## config.mk

```make
export PLATFORM = sky130hd
export DESIGN_NAME = sram_ctrl
export DESIGN_NICKNAME = d
export VERILOG_FILES = /design/src/rtl/sram_ctrl_pkg.sv /design/src/rtl/sram_phase_counter.sv /design/src/rtl/sram_ctrl.sv
export SDC_FILE = /design/constraint.sdc
export NUM_CORES = 1
export LEC_CHECK = 0
export ABC_AREA = 0
export CORE_ASPECT_RATIO = 0.75
export CORE_MARGIN = 1.5
export CORE_UTILIZATION = 40
export DETAILED_ROUTE_END_ITERATION = 10
export GPL_ROUTABILITY_DRIVEN = 0
export GPL_TIMING_DRIVEN = 0
export PLACE_DENSITY = 0.88
export SLEW_MARGIN = 20
export SYNTH_ARGS = -nofsm -noshare
export SYNTH_HDL_FRONTEND = slang
export SYNTH_SLANG_ARGS = --single-unit
```

## constraint.sdc

```tcl
create_clock -name clk -period 2.8 [get_ports clk]
set_input_delay 0.56 -clock clk [delete_from_list [all_inputs] [get_ports clk]]
set_output_delay 0.56 -clock clk [all_outputs]
set_load 0.01 [all_outputs]
```

## src/rtl/sram_ctrl_pkg.sv

```systemverilog
// Shared types and constants for the 32-bit CPU to 16-bit SRAM bridge.
package sram_ctrl_pkg;

   localparam int unsigned SRAM_DW = 16;
   localparam int unsigned SRAM_AW = 18;
   localparam int unsigned CPU_DW  = 32;

   localparam logic [31:0] BASE_ADDR_DEFAULT = 32'd1024;

   typedef enum logic [1:0] {
      StIdle,
      StLo,
      StHi,
      StDone
   } sram_state_e;

endpackage

```

## src/rtl/sram_phase_counter.sv

```systemverilog
// Phase counter for one SRAM half-access; tc_o flags the last cycle of the half.
module sram_phase_counter #(
   parameter int unsigned WIDTH    = 1,
   parameter int unsigned TERMINAL = 1
) (
   input  logic clk_i,
   input  logic rst_i,
   input  logic clear_i,
   input  logic enable_i,
   output logic tc_o
);

   localparam logic [WIDTH-1:0] TcVal = WIDTH'(TERMINAL);

   logic [WIDTH-1:0] count_q, count_d;

   always_comb begin
      count_d = count_q;
      if (clear_i) begin
         count_d = '0;
      end else if (enable_i) begin
         count_d = count_q + 1'b1;
      end
   end

   always_ff @(posedge clk_i or posedge rst_i) begin
      if (rst_i) begin
         count_q <= '0;
      end else begin
         count_q <= count_d;
      end
   end

   assign tc_o = (count_q == TcVal);

endmodule

```

## src/rtl/sram_ctrl.sv

```systemverilog
// Splits each 32-bit CPU access into two 16-bit SRAM half-accesses (low then high).
// Define MEM_ALIGN_CHECK_EN to reject misaligned or below-base requests via align_err.
module sram_ctrl
   import sram_ctrl_pkg::*;
#(
   parameter int unsigned HALF_CYCLES = 2,
   parameter logic [31:0] BASE_ADDR   = BASE_ADDR_DEFAULT
) (
   input  logic                 clk,
   input  logic                 rst,
   input  logic                 rd_en,
   input  logic                 wr_en,
   input  logic [31:0]          address,
   input  logic [CPU_DW-1:0]    write_data,
   output logic [CPU_DW-1:0]    read_data,
   output logic                 ready,
   output logic                 align_err,
   output logic [SRAM_AW-1:0]   sram_addr,
   output logic [SRAM_DW-1:0]   sram_dq_out,
   input  logic [SRAM_DW-1:0]   sram_dq_in,
   output logic                 sram_dq_oe,
   output logic                 sram_we_n
);

   localparam int unsigned CntW = (HALF_CYCLES > 2) ? $clog2(HALF_CYCLES) : 1;

   sram_state_e state_q, state_d;

   logic                 op_wr_q, op_wr_d;
   logic [SRAM_AW-2:0]   half_addr_q, half_addr_d;
   logic [CPU_DW-1:0]    wdata_q, wdata_d;
   logic [CPU_DW-1:0]    rdata_q, rdata_d;
   logic [31:0]          offset;
   logic                 req;
   logic                 reject;
   logic                 phase_tc;
   logic                 phase_clr;
   logic                 phase_en;
   logic                 unused_bits;

   assign req         = rd_en | wr_en;
   assign offset      = address - BASE_ADDR;
   assign unused_bits = ^{offset[31:19], offset[1:0]};

`ifdef MEM_ALIGN_CHECK_EN
   logic err_q, err_d;
   assign reject    = (address[1:0] != 2'b00) || (address < BASE_ADDR);
   assign align_err = (state_q == StDone) && err_q;
`else
   assign reject    = 1'b0;
   assign align_err = 1'b0;
`endif

   // Counter restarts on every state change so each half sees a fresh count.
   assign phase_clr = (state_d != state_q);
   assign phase_en  = (state_q == StLo) || (state_q == StHi);

   sram_phase_counter #(
      .WIDTH    (CntW),
      .TERMINAL (HALF_CYCLES - 1)
   ) u_phase (
      .clk_i    (clk),
      .rst_i    (rst),
      .clear_i  (phase_clr),
      .enable_i (phase_en),
      .tc_o     (phase_tc)
   );

   always_comb begin
      state_d     = state_q;
      op_wr_d     = op_wr_q;
      half_addr_d = half_addr_q;
      wdata_d     = wdata_q;
      rdata_d     = rdata_q;
`ifdef MEM_ALIGN_CHECK_EN
      err_d       = err_q;
`endif
      ready       = 1'b0;
      sram_addr   = '0;
      sram_dq_out = '0;
      sram_dq_oe  = 1'b0;
      sram_we_n   = 1'b1;

      unique case (state_q)
         StIdle: begin
            ready = ~req;
            if (req) begin
               // Operands are latched so the pipeline may change them mid-access.
               op_wr_d     = wr_en;
               half_addr_d = offset[18:2];
               wdata_d     = write_data;
`ifdef MEM_ALIGN_CHECK_EN
               err_d       = reject;
`endif
               state_d     = reject ? StDone : StLo;
            end
         end
         StLo: begin
            sram_addr = {half_addr_q, 1'b0};
            if (op_wr_q) begin
               sram_dq_oe  = 1'b1;
               sram_dq_out = wdata_q[15:0];
               sram_we_n   = phase_tc;
            end
            if (phase_tc) begin
               state_d = StHi;
               if (!op_wr_q) begin
                  rdata_d[15:0] = sram_dq_in;
               end
            end
         end
         StHi: begin
            sram_addr = {half_addr_q, 1'b1};
            if (op_wr_q) begin
               sram_dq_oe  = 1'b1;
               sram_dq_out = wdata_q[31:16];
               sram_we_n   = phase_tc;
            end
            if (phase_tc) begin
               state_d = StDone;
               if (!op_wr_q) begin
                  rdata_d[31:16] = sram_dq_in;
               end
            end
         end
         StDone: begin
            ready   = 1'b1;
            state_d = StIdle;
         end
         default: state_d = StIdle;
      endcase
   end

   always_ff @(posedge clk or posedge rst) begin
      if (rst) begin
         state_q     <= StIdle;
         op_wr_q     <= 1'b0;
         half_addr_q <= '0;
         wdata_q     <= '0;
         rdata_q     <= '0;
      end else begin
         state_q     <= state_d;
         op_wr_q     <= op_wr_d;
         half_addr_q <= half_addr_d;
         wdata_q     <= wdata_d;
         rdata_q     <= rdata_d;
      end
   end

`ifdef MEM_ALIGN_CHECK_EN
   always_ff @(posedge clk or posedge rst) begin
      if (rst) begin
         err_q <= 1'b0;
      end else begin
         err_q <= err_d;
      end
   end
`endif

   assign read_data = rdata_q;

endmodule

```

==> key figures, run 1 <==
Run status
  • Outcome: finished, final reports clean

Clock network
  • TritonCTS buffer count: 9
  • Clock root buffer: clkbuf_16
  • CTS tree: done
  • Clk_lat worst skew: 0.32 ns
  • Clk buf depth: 2
  • Hold Buf Count CTS: 0
  • H-tree depth reported by CTS: 3
  • Clock sink count: 85
  • CTS clock-pin slew for the worst setup and hold paths: 0.06 ns

Place
  • Dpl ws: -0.155 ns
  • DP Wirelength: 7060 um
  • I/O Buffers: 137

Pwr
  • Comb power frac: 0.490
  • Net Sw Power: 0.00227 W
  • Pwr Total: 0.00703 W
  • Switching Fraction: 0.323
  • VDD IR-drop max: 0.000549 V
  • PD cells: 1180 nW/um^2
  • Register share of total power: 0.316
  • Clock network power share: 0.194
  • Internal power: 0.00476 W
  • P_leak: 2.58 nW

Synthesis
  • Cells after Synth: 306
  • Flops & latches, synth: 85
  • Post-synthesis cell type count: 36
  • Synth Flop Type: dfrtp_1
  • Mapped cell area: 3920 um^2
  • Sequential area share after synthesis: 0.543
  • Number of synthesized flops with an enable pin: 0
  • Fraction of registers with async set/reset: 1.00
  • Avg Cell Area, Syn: 12.8 um^2
  • Yosys warns: 0
  • Mapped Nets: 397

Die
  • Core Box Area: 9580 um^2
  • Top Ports: 154
  • Die X: 117 um
  • Initial Util: 0.409
  • DIE HEIGHT: 88.7 um
  • Num rows: 31
  • Die Area: 10400 um^2

Timing
  • Setup WS post-layout: 0.0905 ns
  • Fin. Hold Viols: 0
  • Worst Skew: 0.00573 ns
  • Final Critical Period: 2.71 ns
  • Final setup fails: 0
  • Pins over their slew limit: 0
  • Fin Hold WS: 0.475 ns
  • Fmax: 369 MHz
  • RSZ-0062 raised after global routing: false
  • Period utilisation layout: 0.968

Detailed routing
  • Remaining DRCs: 0
  • DR pass1 iterations: 4
  • Vias/cell: 4.95
  • Avg WL per Cell: 16.4 um
  • Via count: 2946
  • Routed wire length: 9750 um
  • Final ANT Viol Nets: 0
  • Initial drt markers: 112

Worst hold path
  • Hold Path Class: reg -> reg
  • Hold path start: half_addr_q[11]$_DFFE_PP0P_

Worst setup path
  • Crit path DAT: 2.15 ns
  • Crit path to: sram_dq_out[15]
  • CP Launch Type: register
  • R2R depth: 5
  • Register-to-register path setup slack: 1.08 ns
  • Setup crit start: state_q[1]$_DFF_PP0_
  • CP max FO: 10
  • Critical Path RT: 2.24 ns
  • Reg-to-Reg End: wdata_q[27]$_DFFE_PP0P_
  • Worst r2r src: state_q[0]$_DFF_PP0_
  • Worst setup path category: reg -> out
  • Setup crit end kind: output port

Final layout
  • Commonest non-fill, non-tap cell in the layout: clkdlybuf4s50_1
  • Final net count: 549
  • Ant. Diodes: 0
  • Synth-to-Final Area Change: 51.7%
  • Most frequent cells in the layout: 134 x clkdlybuf4s50_1, 83 x dfrtp_1, 45 x mux2_2, 24 x nor2_1, 20 x mux2_4
  • Layout cell share with drive strength beyond 1: 0.251

GRT
  • Largest net degree at the start of global routing: 51
  • Total GRT Usage: 0.194
  • First-pass GRT wire length: 15800 um
  • Grt ovf: 0
  • Vias in the first global route: 3084
  • Initial antenna violation count: 0

Flow run
  • Max Cap Viol: 0
[routing by layer]
layer  up-vias  global-route usage  share of wire
li1       1354                   -              -
met1      1480               0.242           0.44
met2       104               0.333           0.50
met3         8              0.0580          0.060
met4         0              0.0572         0.0087
met5         -                   0              0
[worst min-delay path by stage]
stage | depth (start not counted) | slack (ns) | to
finish | 2 | 0.48 | half_addr_q[11]$_DFFE_PP0P_
global placement | 2 | 0.46 | half_addr_q[11]$_DFFE_PP0P_
floorplan | 2 | 0.44 | half_addr_q[11]$_DFFE_PP0P_
CTS | 2 | 0.48 | half_addr_q[8]$_DFFE_PP0P_
detailed placement | 2 | 0.47 | half_addr_q[8]$_DFFE_PP0P_
global route | 2 | 0.50 | half_addr_q[11]$_DFFE_PP0P_
[cell usage after synthesis (2+ instances only)]
library cell | instances | area share
nor3_1 | 4 | 0.0051
mux2_1 | 7 | 0.020
mux2_4 | 20 | 0.077
xor2_1 | 2 | 0.0045
nand2b_1 | 2 | 0.0032
nand2_1 | 14 | 0.013
nor2b_1 | 2 | 0.0032
ha_1 | 7 | 0.022
a21oi_1 | 2 | 0.0026
clkbuf_1 | 3 | 0.0029
buf_2 | 10 | 0.013
o21a_1 | 2 | 0.0038
dfrtp_1 | 85 | 0.54
o21ai_0 | 5 | 0.0064
nand2_4 | 2 | 0.0057
nand3b_1 | 2 | 0.0038
inv_1 | 7 | 0.0067
a22oi_1 | 16 | 0.031
buf_6 | 2 | 0.0057
nor2_1 | 24 | 0.023
mux2_2 | 45 | 0.13
and2_1 | 17 | 0.027
or2_2 | 2 | 0.0032
xnor2_1 | 6 | 0.013
o21ai_1 | 7 | 0.0089
[stage by stage]
stage / cells / setup TNS (ns) / utilization / cell area [um^2]
after floorplan: 306 / 0 / - / 3920
after global placement: 575 / -102.80 / 0.570 / 5460
after detailed placement: 576 / -2.93 / 0.573 / 5490
after CTS: 595 / 0 / 0.619 / 5930
after global routing: 595 / 0 / 0.621 / 5950
final: 595 / 0 / 0.621 / 5950
[power by group through the flow]
stage          registers (W)  clock network, W  logic [W]
2_1_floorplan        0.00226                 0    0.00177
3_3_place_gp         0.00219                 0    0.00316
3_5_place_dp         0.00224                 0    0.00326
4_1_cts              0.00222           0.00140    0.00345
5_1_grt              0.00230           0.00145    0.00371
6_report             0.00222           0.00136    0.00344
[worst max-delay path: stages (launching register included)]
cell and delay [ns]:
dfrtp_2 0.40, buf_4 0.17, ha_4 0.19, buf_6 0.16
buf_6 0.16, a22oi_1 0.08, nor2_1 0.11, clkdlybuf4s50_1 0.55
[timing repair]
| item | 4_1_cts | 5_1_grt |
|---|---|---|
| endpoints found under the setup margin | 35 | 23 |
| setup buffers | 3 | 1 |
| pin swaps | 0 | 1 |
| resized for setup | 23 | 6 |
[state kept, by name (all words and copies together) (netlist names)]
name	flops
wdata_q	32
half_addr_q	17
op_wr_q	1
state_q	2
u_phase.tc_o	1
read_data	32
[cells by family after synthesis]
kind of cell / after synthesis / share of synthesized area
AND/OR/NAND/NOR: 73 / 0.0973
XOR/XNOR: 8 / 0.0179
multiplexers: 72 / 0.226
adder cells (fa/ha/maj): 7 / 0.0223
AO/OA/AOI/OAI: 37 / 0.0629
buffers and inverters: 23 / 0.0300
other: 1 / 0.000957
flip-flops: 85 / 0.543
[layout make-up]
type,count,area [um^2]
Clock buffer,11,243
Buffer,15,116
Tap cell,132,165
Inverter,7,31.3
Sequential cell,85,2130
Timing Repair Buffer,142,1430
Clock inverter,5,108
Multi-Input combinational cell,198,1720
Fill cell,789,3630
Note: power is estimated with default switching activity, not from simulation.
==> run 2, diff against run 1 <==
- SETUP_SLACK_MARGIN: unset -> 0.4
==> key figures, run 2 (synthesized netlist as in run 1, its figures left out) <==
Run status
  • Outcome: finished, final reports clean

Place
  • I/O Buffers: 137 (unchanged)
  • DP Wirelength: 7130 um (+0.89%)
  • Area after DPL: 5500 um^2 (+0.25%)
  • Post-Place Cells: 577 (+0.17%)

Pwr
  • Pwr Total: 0.00732 W (+4.1%)
  • Net Sw Power: 0.00244 W (+7.7%)
  • Register share of total power: 0.308 (-0.008)
  • PD cells: 1200 nW/um^2 (+1.6%)
  • Internal power: 0.00488 W (+2.4%)
  • Comb power frac: 0.515 (+0.025)
  • Switching Fraction: 0.334 (+0.0110)
  • P_leak: 2.69 nW (+4.2%)
  • Clock network power share: 0.177 (-0.017)
  • VDD IR-drop max: 0.000784 V (+43%)

Worst hold path
  • Hold Path Class: reg -> reg
  • Hold path start: half_addr_q[14]$_DFFE_PP0P_

Die
  • Initial Util: 0.409 (unchanged)
  • Core Box Area: 9580 um^2 (unchanged)
  • DIE HEIGHT: 88.7 um (unchanged)
  • Num rows: 31 (unchanged)
  • Top Ports: 154 (unchanged)
  • Die Area: 10400 um^2 (unchanged)
  • Die X: 117 um (unchanged)

Worst setup path
  • Slowest CP cell: dfrtp_2
  • Worst path depth: 7 (unchanged)
  • Critical Path RT: 2.24 ns (about the same)
  • Crit path to: sram_addr[11]
  • Crit path DAT: 1.88 ns (-0.27 ns)
  • Worst setup path category: reg -> out
  • CP Launch Type: register
  • Slowest stage delay, CP: 0.40 ns (-0.15 ns)
  • CP max FO: 5 (-5)
  • R2R depth: 9 (+4)
  • Largest delay share family, worst path: buffers and inverters
  • Setup crit start: state_q[1]$_DFF_PP0_
  • Worst r2r src: state_q[1]$_DFF_PP0_
  • Reg-to-Reg End: u_phase.tc_o$_DFFE_PP0P_
  • Worst path buffer plus inverter count: 4 (unchanged)
  • Worst-path cell chain: clkinvlp_4, ha_4, o21a_4, buf_12, buf_8, and2_1, clkbuf_2
  • Register-to-register path setup slack: 0.89 ns (-0.19 ns)
  • Setup crit end kind: output port

Final layout
  • Ant. Diodes: 0 (unchanged)
  • Flip-flop and latch area: 2130 um^2 (unchanged)
  • Final net count: 561 (+2.2%)
  • Layout cell share with drive strength beyond 1: 0.375 (+0.124)
  • Area taken by multi-input logic gates: 1810 um^2 (+4.8%)
  • Most frequent cells in the layout: 101 x clkdlybuf4s50_1, 83 x dfrtp_1, 45 x mux2_2, 24 x nor2_1, 20 x mux2_4
  • Commonest non-fill, non-tap cell in the layout: clkdlybuf4s50_1
  • Post-Layout Cell Count: 607 (+2.0%)
  • FILL cells: 764 (-3.2%)
  • Final Instance Area: 6100 um^2 (+2.5%)
  • Synth-to-Final Area Change: 55.5%

Detailed routing
  • Remaining DRCs: 0 (unchanged)
  • Final ANT Viol Nets: 0 (unchanged)
  • DR pass1 iterations: 4 (unchanged)
  • Via count: 2960 (+0.48%)
  • Initial drt markers: 78 (-30%)
  • Vias/cell: 4.88 (-1.5%)
  • Routed wire length: 10300 um (+5.4%)
  • Avg WL per Cell: 16.9 um (+3.3%)

Timing
  • Fin. Hold Viols: 0 (unchanged)
  • Pins over their slew limit: 0 (unchanged)
  • Worst Skew: 0.00707 ns (+0.00135 ns)
  • Final setup fails: 0 (unchanged)
  • Setup TNS Final: 0 ns (unchanged)
  • Period utilisation layout: 0.871 (-0.0969)
  • Slew HR: 0.664
  • Fin Hold WS: 0.481 ns (+0.00577 ns)
  • Worst Tran Pin Value: 0.503 ns
  • RSZ-0062 raised after global routing: true
  • Fmax: 410 MHz (+11%)
  • Final Critical Period: 2.44 ns (-0.271 ns)

GRT
  • Total GRT Usage: 0.201 (+0.00736)
  • Largest net degree at the start of global routing: 35 (-31%)
  • Vias in the first global route: 3156 (+2.3%)
  • Grt ovf: 0 (unchanged)
  • Initial antenna violation count: 0 (unchanged)
  • First-pass GRT wire length: 16200 um (+2.3%)

Clock network
  • Clock root buffer: clkbuf_16
  • CTS tree: done
  • CTS clock-pin slew for the worst setup and hold paths: 0.06 ns (about the same)
  • H-tree depth reported by CTS: 3 (unchanged)
  • Clk_lat worst skew: 0.34 ns (+0.02 ns)
  • TritonCTS buffer count: 9 (unchanged)
  • Clock sink count: 85 (unchanged)
  • Clk buf depth: 2 (unchanged)
  • Hold Buf Count CTS: 0 (unchanged)

Flow run
  • Max Cap Viol: 0 (unchanged)
[run 2: cell count changes in the layout (fill, tap and decap cells not counted), moves of 6 or more]
cell and change:
a22oi_1 -11, a22oi_2 +11, and2_1 -9, and2_4 +9, buf_2 +6, buf_6 +8
clkbuf_2 +9, clkdlybuf4s50_1 -33
[run 2: worst min path at each step]
stage	slack, ns	depth (start not counted)	endpoint
after CTS	0.49	2	half_addr_q[14]$_DFFE_PP0P_
final	0.48	2	half_addr_q[14]$_DFFE_PP0P_
after floorplan	0.44	2	half_addr_q[11]$_DFFE_PP0P_
after global routing	0.51	2	half_addr_q[13]$_DFFE_PP0P_
after global placement	0.46	2	half_addr_q[11]$_DFFE_PP0P_
after detailed placement	0.47	2	half_addr_q[14]$_DFFE_PP0P_
[run 2: power groups by stage]
stage | logic, W | registers, W | clock network [W]
global route | 0.00404 | 0.00233 | 0.00137
global placement | 0.00317 | 0.00219 | 0
finish | 0.00377 | 0.00226 | 0.00129
detailed placement | 0.00327 | 0.00223 | 0
floorplan | 0.00177 | 0.00226 | 0
CTS | 0.00353 | 0.00223 | 0.00132
[run 2: worst register-to-register path: stages (launching register included)]
cell and delay, ns:
dfrtp_2 0.40, clkinvlp_4 0.16, buf_4 0.17, buf_4 0.14
ha_1 0.18, clkbuf_1 0.20, o21a_1 0.19, a31oi_1 0.14
o41ai_1 0.09, a21oi_1 0.18
[run 2: through the flow]
stage	utilization	worst slack (ns)
6_report	0.636	0.362
5_1_grt	0.636	0.310
4_1_cts	0.626	0.187
3_5_place_dp	0.574	-0.219
3_3_place_gp	0.570	-0.143
2_1_floorplan	-	0.738
[run 2: cell type report]
class                   instances  share of cell area
flip-flops and latches         85               0.349
multi-input cells             198               0.296
repair buffers                153               0.243
clock buffers                  10              0.0392
well taps                     132              0.0271
plain buffers                  16              0.0252
clock inverters                 6              0.0142
inverters                       7             0.00616
[run 2: layer usage]
layer / up-vias / GRT usage / part of all wire
met4: 0 / 0.0786 / 0.012
met2: 100 / 0.342 / 0.49
met3: 13 / 0.0683 / 0.071
met5: - / 0 / 0
met1: 1469 / 0.242 / 0.42
li1: 1378 / - / -
[run 2: what timing repair did]
action,CTS,global route
gates resized for setup,127,50
gates cloned,1,0
setup buffers,10,3
setup endpoints to repair,36,33
pin swaps,4,9
==> run 3, diff against run 2 <==
--- a/config.mk
+++ b/config.mk
@@ -16,3 +16,2 @@
 export SETUP_SLACK_MARGIN = 0.4
-export SLEW_MARGIN = 20
 export SYNTH_ARGS = -nofsm -noshare
--- a/constraint.sdc
+++ b/constraint.sdc
@@ -3,2 +3,2 @@
 set_output_delay 0.56 -clock clk [all_outputs]
-set_load 0.01 [all_outputs]
+set_load 0.05 [all_outputs]
==> key figures, run 3 (synthesized netlist as in run 1, its figures left out) <==
Timing
  • Period utilisation layout: 0.846 (-0.0249)
  • Setup WS post-layout: 0.432 ns (+0.0697 ns)
  • Worst Skew: 0.00542 ns (-0.00165 ns)
  • Final Critical Period: 2.37 ns (-0.0697 ns)
  • Fin. Hold Viols: 0 (unchanged)
  • RSZ-0062 raised after global routing: true
  • Slew HR: 0.652 (-0.0123)
  • Worst Tran Pin Value: 0.521 ns (+0.0179 ns)
  • Setup TNS Final: 0 ns (unchanged)
  • Fin Hold WS: 0.476 ns (-0.00483 ns)
  • Final setup fails: 0 (unchanged)
  • Pins over their slew limit: 0 (unchanged)
  • Fmax: 422 MHz (+2.9%)

Detailed routing
  • Final ANT Viol Nets: 0 (unchanged)
  • Via count: 2925 (-1.2%)
  • Remaining DRCs: 0 (unchanged)
  • Routed wire length: 10100 um (-1.9%)
  • Initial drt markers: 103 (+32%)
  • DR pass1 iterations: 4 (unchanged)
  • Vias/cell: 4.88 (+0.14%)
  • Avg WL per Cell: 16.8 um (-0.60%)

Pwr
  • VDD IR-drop max: 0.00108 V (+38%)
  • Clock network power share: 0.152 (-0.025)
  • Register share of total power: 0.265 (-0.043)
  • P_leak: 2.64 nW (-1.9%)
  • Net Sw Power: 0.00373 W (+53%)
  • PD cells: 1420 nW/um^2 (+18%)
  • Internal power: 0.00471 W (-3.4%)
  • Pwr Total: 0.00844 W (+15%)
  • Comb power frac: 0.583 (+0.068)
  • Switching Fraction: 0.442 (+0.108)

Worst setup path
  • CP max FO: 10 (+5)
  • Crit path DAT: 1.81 ns (-0.07 ns)
  • Worst setup path category: reg -> out
  • Slowest CP cell: dfrtp_2
  • Critical Path RT: 2.24 ns (about the same)
  • Slowest stage delay, CP: 0.43 ns (+0.03 ns)
  • Worst-path cell chain: inv_4, ha_4, o21a_4, buf_8, and2_1, buf_6
  • CP Launch Type: register
  • Setup crit end kind: output port

GRT
  • Total GRT Usage: 0.195 (-0.00636)
  • Initial antenna violation count: 0 (unchanged)
  • First-pass GRT wire length: 15800 um (-2.3%)
  • Vias in the first global route: 3093 (-2.0%)
  • Grt ovf: 0 (unchanged)
  • Largest net degree at the start of global routing: 37 (+5.7%)

Clock network
  • Hold Buf Count CTS: 0 (unchanged)
  • CTS clock-pin slew for the worst setup and hold paths: 0.06 ns (about the same)
  • TritonCTS buffer count: 9 (unchanged)
  • Clock sink count: 85 (unchanged)
  • Clock root buffer: clkbuf_16
  • CTS tree: done
  • Clk_lat worst skew: 0.33 ns (about the same)
  • Clk buf depth: 2 (unchanged)
  • H-tree depth reported by CTS: 3 (unchanged)

Final layout
  • Ant. Diodes: 0 (unchanged)
  • Layout cell share with drive strength beyond 1: 0.351 (-0.0236)
  • Most frequent cells in the layout: 100 x clkdlybuf4s50_1, 83 x dfrtp_1, 45 x mux2_2, 22 x nor2_1, 20 x mux2_4
  • Commonest non-fill, non-tap cell in the layout: clkdlybuf4s50_1
  • FILL cells: 757 (-0.92%)
  • Synth-to-Final Area Change: 51.9%
  • Final Core Density: 0.622 (-0.0146)
  • Final net count: 553 (-1.4%)

Die
  • Core Box Area: 9580 um^2 (unchanged)
  • Top Ports: 154 (unchanged)
  • Initial Util: 0.409 (unchanged)
  • Die Area: 10400 um^2 (unchanged)
  • Num rows: 31 (unchanged)
  • DIE HEIGHT: 88.7 um (unchanged)
  • Die X: 117 um (unchanged)

Place
  • DP Wirelength: 7070 um (-0.78%)
  • Dpl ws: -0.489 ns (-0.269 ns)
  • I/O Buffers: 137 (unchanged)

Worst hold path
  • Hold Path Class: reg -> reg

Flow run
  • Max Cap Viol: 0 (unchanged)

Run status
  • Outcome: finished, final reports clean
run 3: cell type report:
type                    instances  area (um^2)  share of cell area
multi-input cells             198         1760               0.295
well taps                     132          165              0.0277
clock buffers                  10          239              0.0401
inverters                       7         35.0             0.00588
plain buffers                  16          148              0.0248
flip-flops and latches         85         2130               0.358
clock inverters                 6         86.3              0.0145
repair buffers                145         1400               0.235
run 3: final timing paths:
path                                        startpoint                           to  slack [ns]  cells after the start
setup / recovery                  state_q[0]$_DFF_PP0_                sram_addr[11]        0.43                      6
hold / removal             half_addr_q[16]$_DFFE_PP0P_  half_addr_q[16]$_DFFE_PP0P_        0.48                      2
setup reg to reg                  state_q[0]$_DFF_PP0_  half_addr_q[12]$_DFFE_PP0P_        1.01                      7
hold reg to reg            half_addr_q[16]$_DFFE_PP0P_  half_addr_q[16]$_DFFE_PP0P_        0.48                      2
max in group asynchronous                          rst         state_q[1]$_DFF_PP0_        1.67                      3
min in group asynchronous                          rst      wdata_q[27]$_DFFE_PP0P_        0.59                      2
run 3: critical path: cells and delay by family, from the launching register on:
family,cells,cell delay [ns]
adder cells (fa/ha/maj),1,0.30
AND/OR/NAND/NOR,1,0.17
flip-flops,1,0.43
AO/OA/AOI/OAI,1,0.19
buffers and inverters,3,0.38
run 3: power groups by stage:
stage	registers (W)	clock network, W	logic, W
global route	0.00231	0.00136	0.00519
global placement	0.00219	0	0.00453
floorplan	0.00299	0	0.00241
finish	0.00224	0.00128	0.00492
CTS	0.00222	0.00131	0.00480
detailed placement	0.00224	0	0.00463
run 3: timing repair:
| action | in CTS | in global routing |
|---|---|---|
| pin swaps | 2 | 3 |
| setup endpoints to repair | 37 | 27 |
| hold endpoints to repair | 0 | 0 |
| gates resized for setup | 236 | 23 |
| buffers inserted | 4 | 2 |
run 3: through the flow:
step | instance area (um^2) | std cells
finish | 5960 | 599
global route | 5960 | 599
CTS | 5880 | 597
detailed placement | 5500 | 577
global placement | 5460 | 575
floorplan | 3920 | 306
run 3: layer usage:
metal  wire length (um)  vias to the layer above  part of all wire  GRT usage
met5                  0                        -                 0          0
met4                 43                        0            0.0043     0.0527
met3                637                        4             0.063     0.0670
met2               5110                      117              0.51      0.336
met1               4290                     1442              0.43      0.239
li1                   -                     1362                 -          -
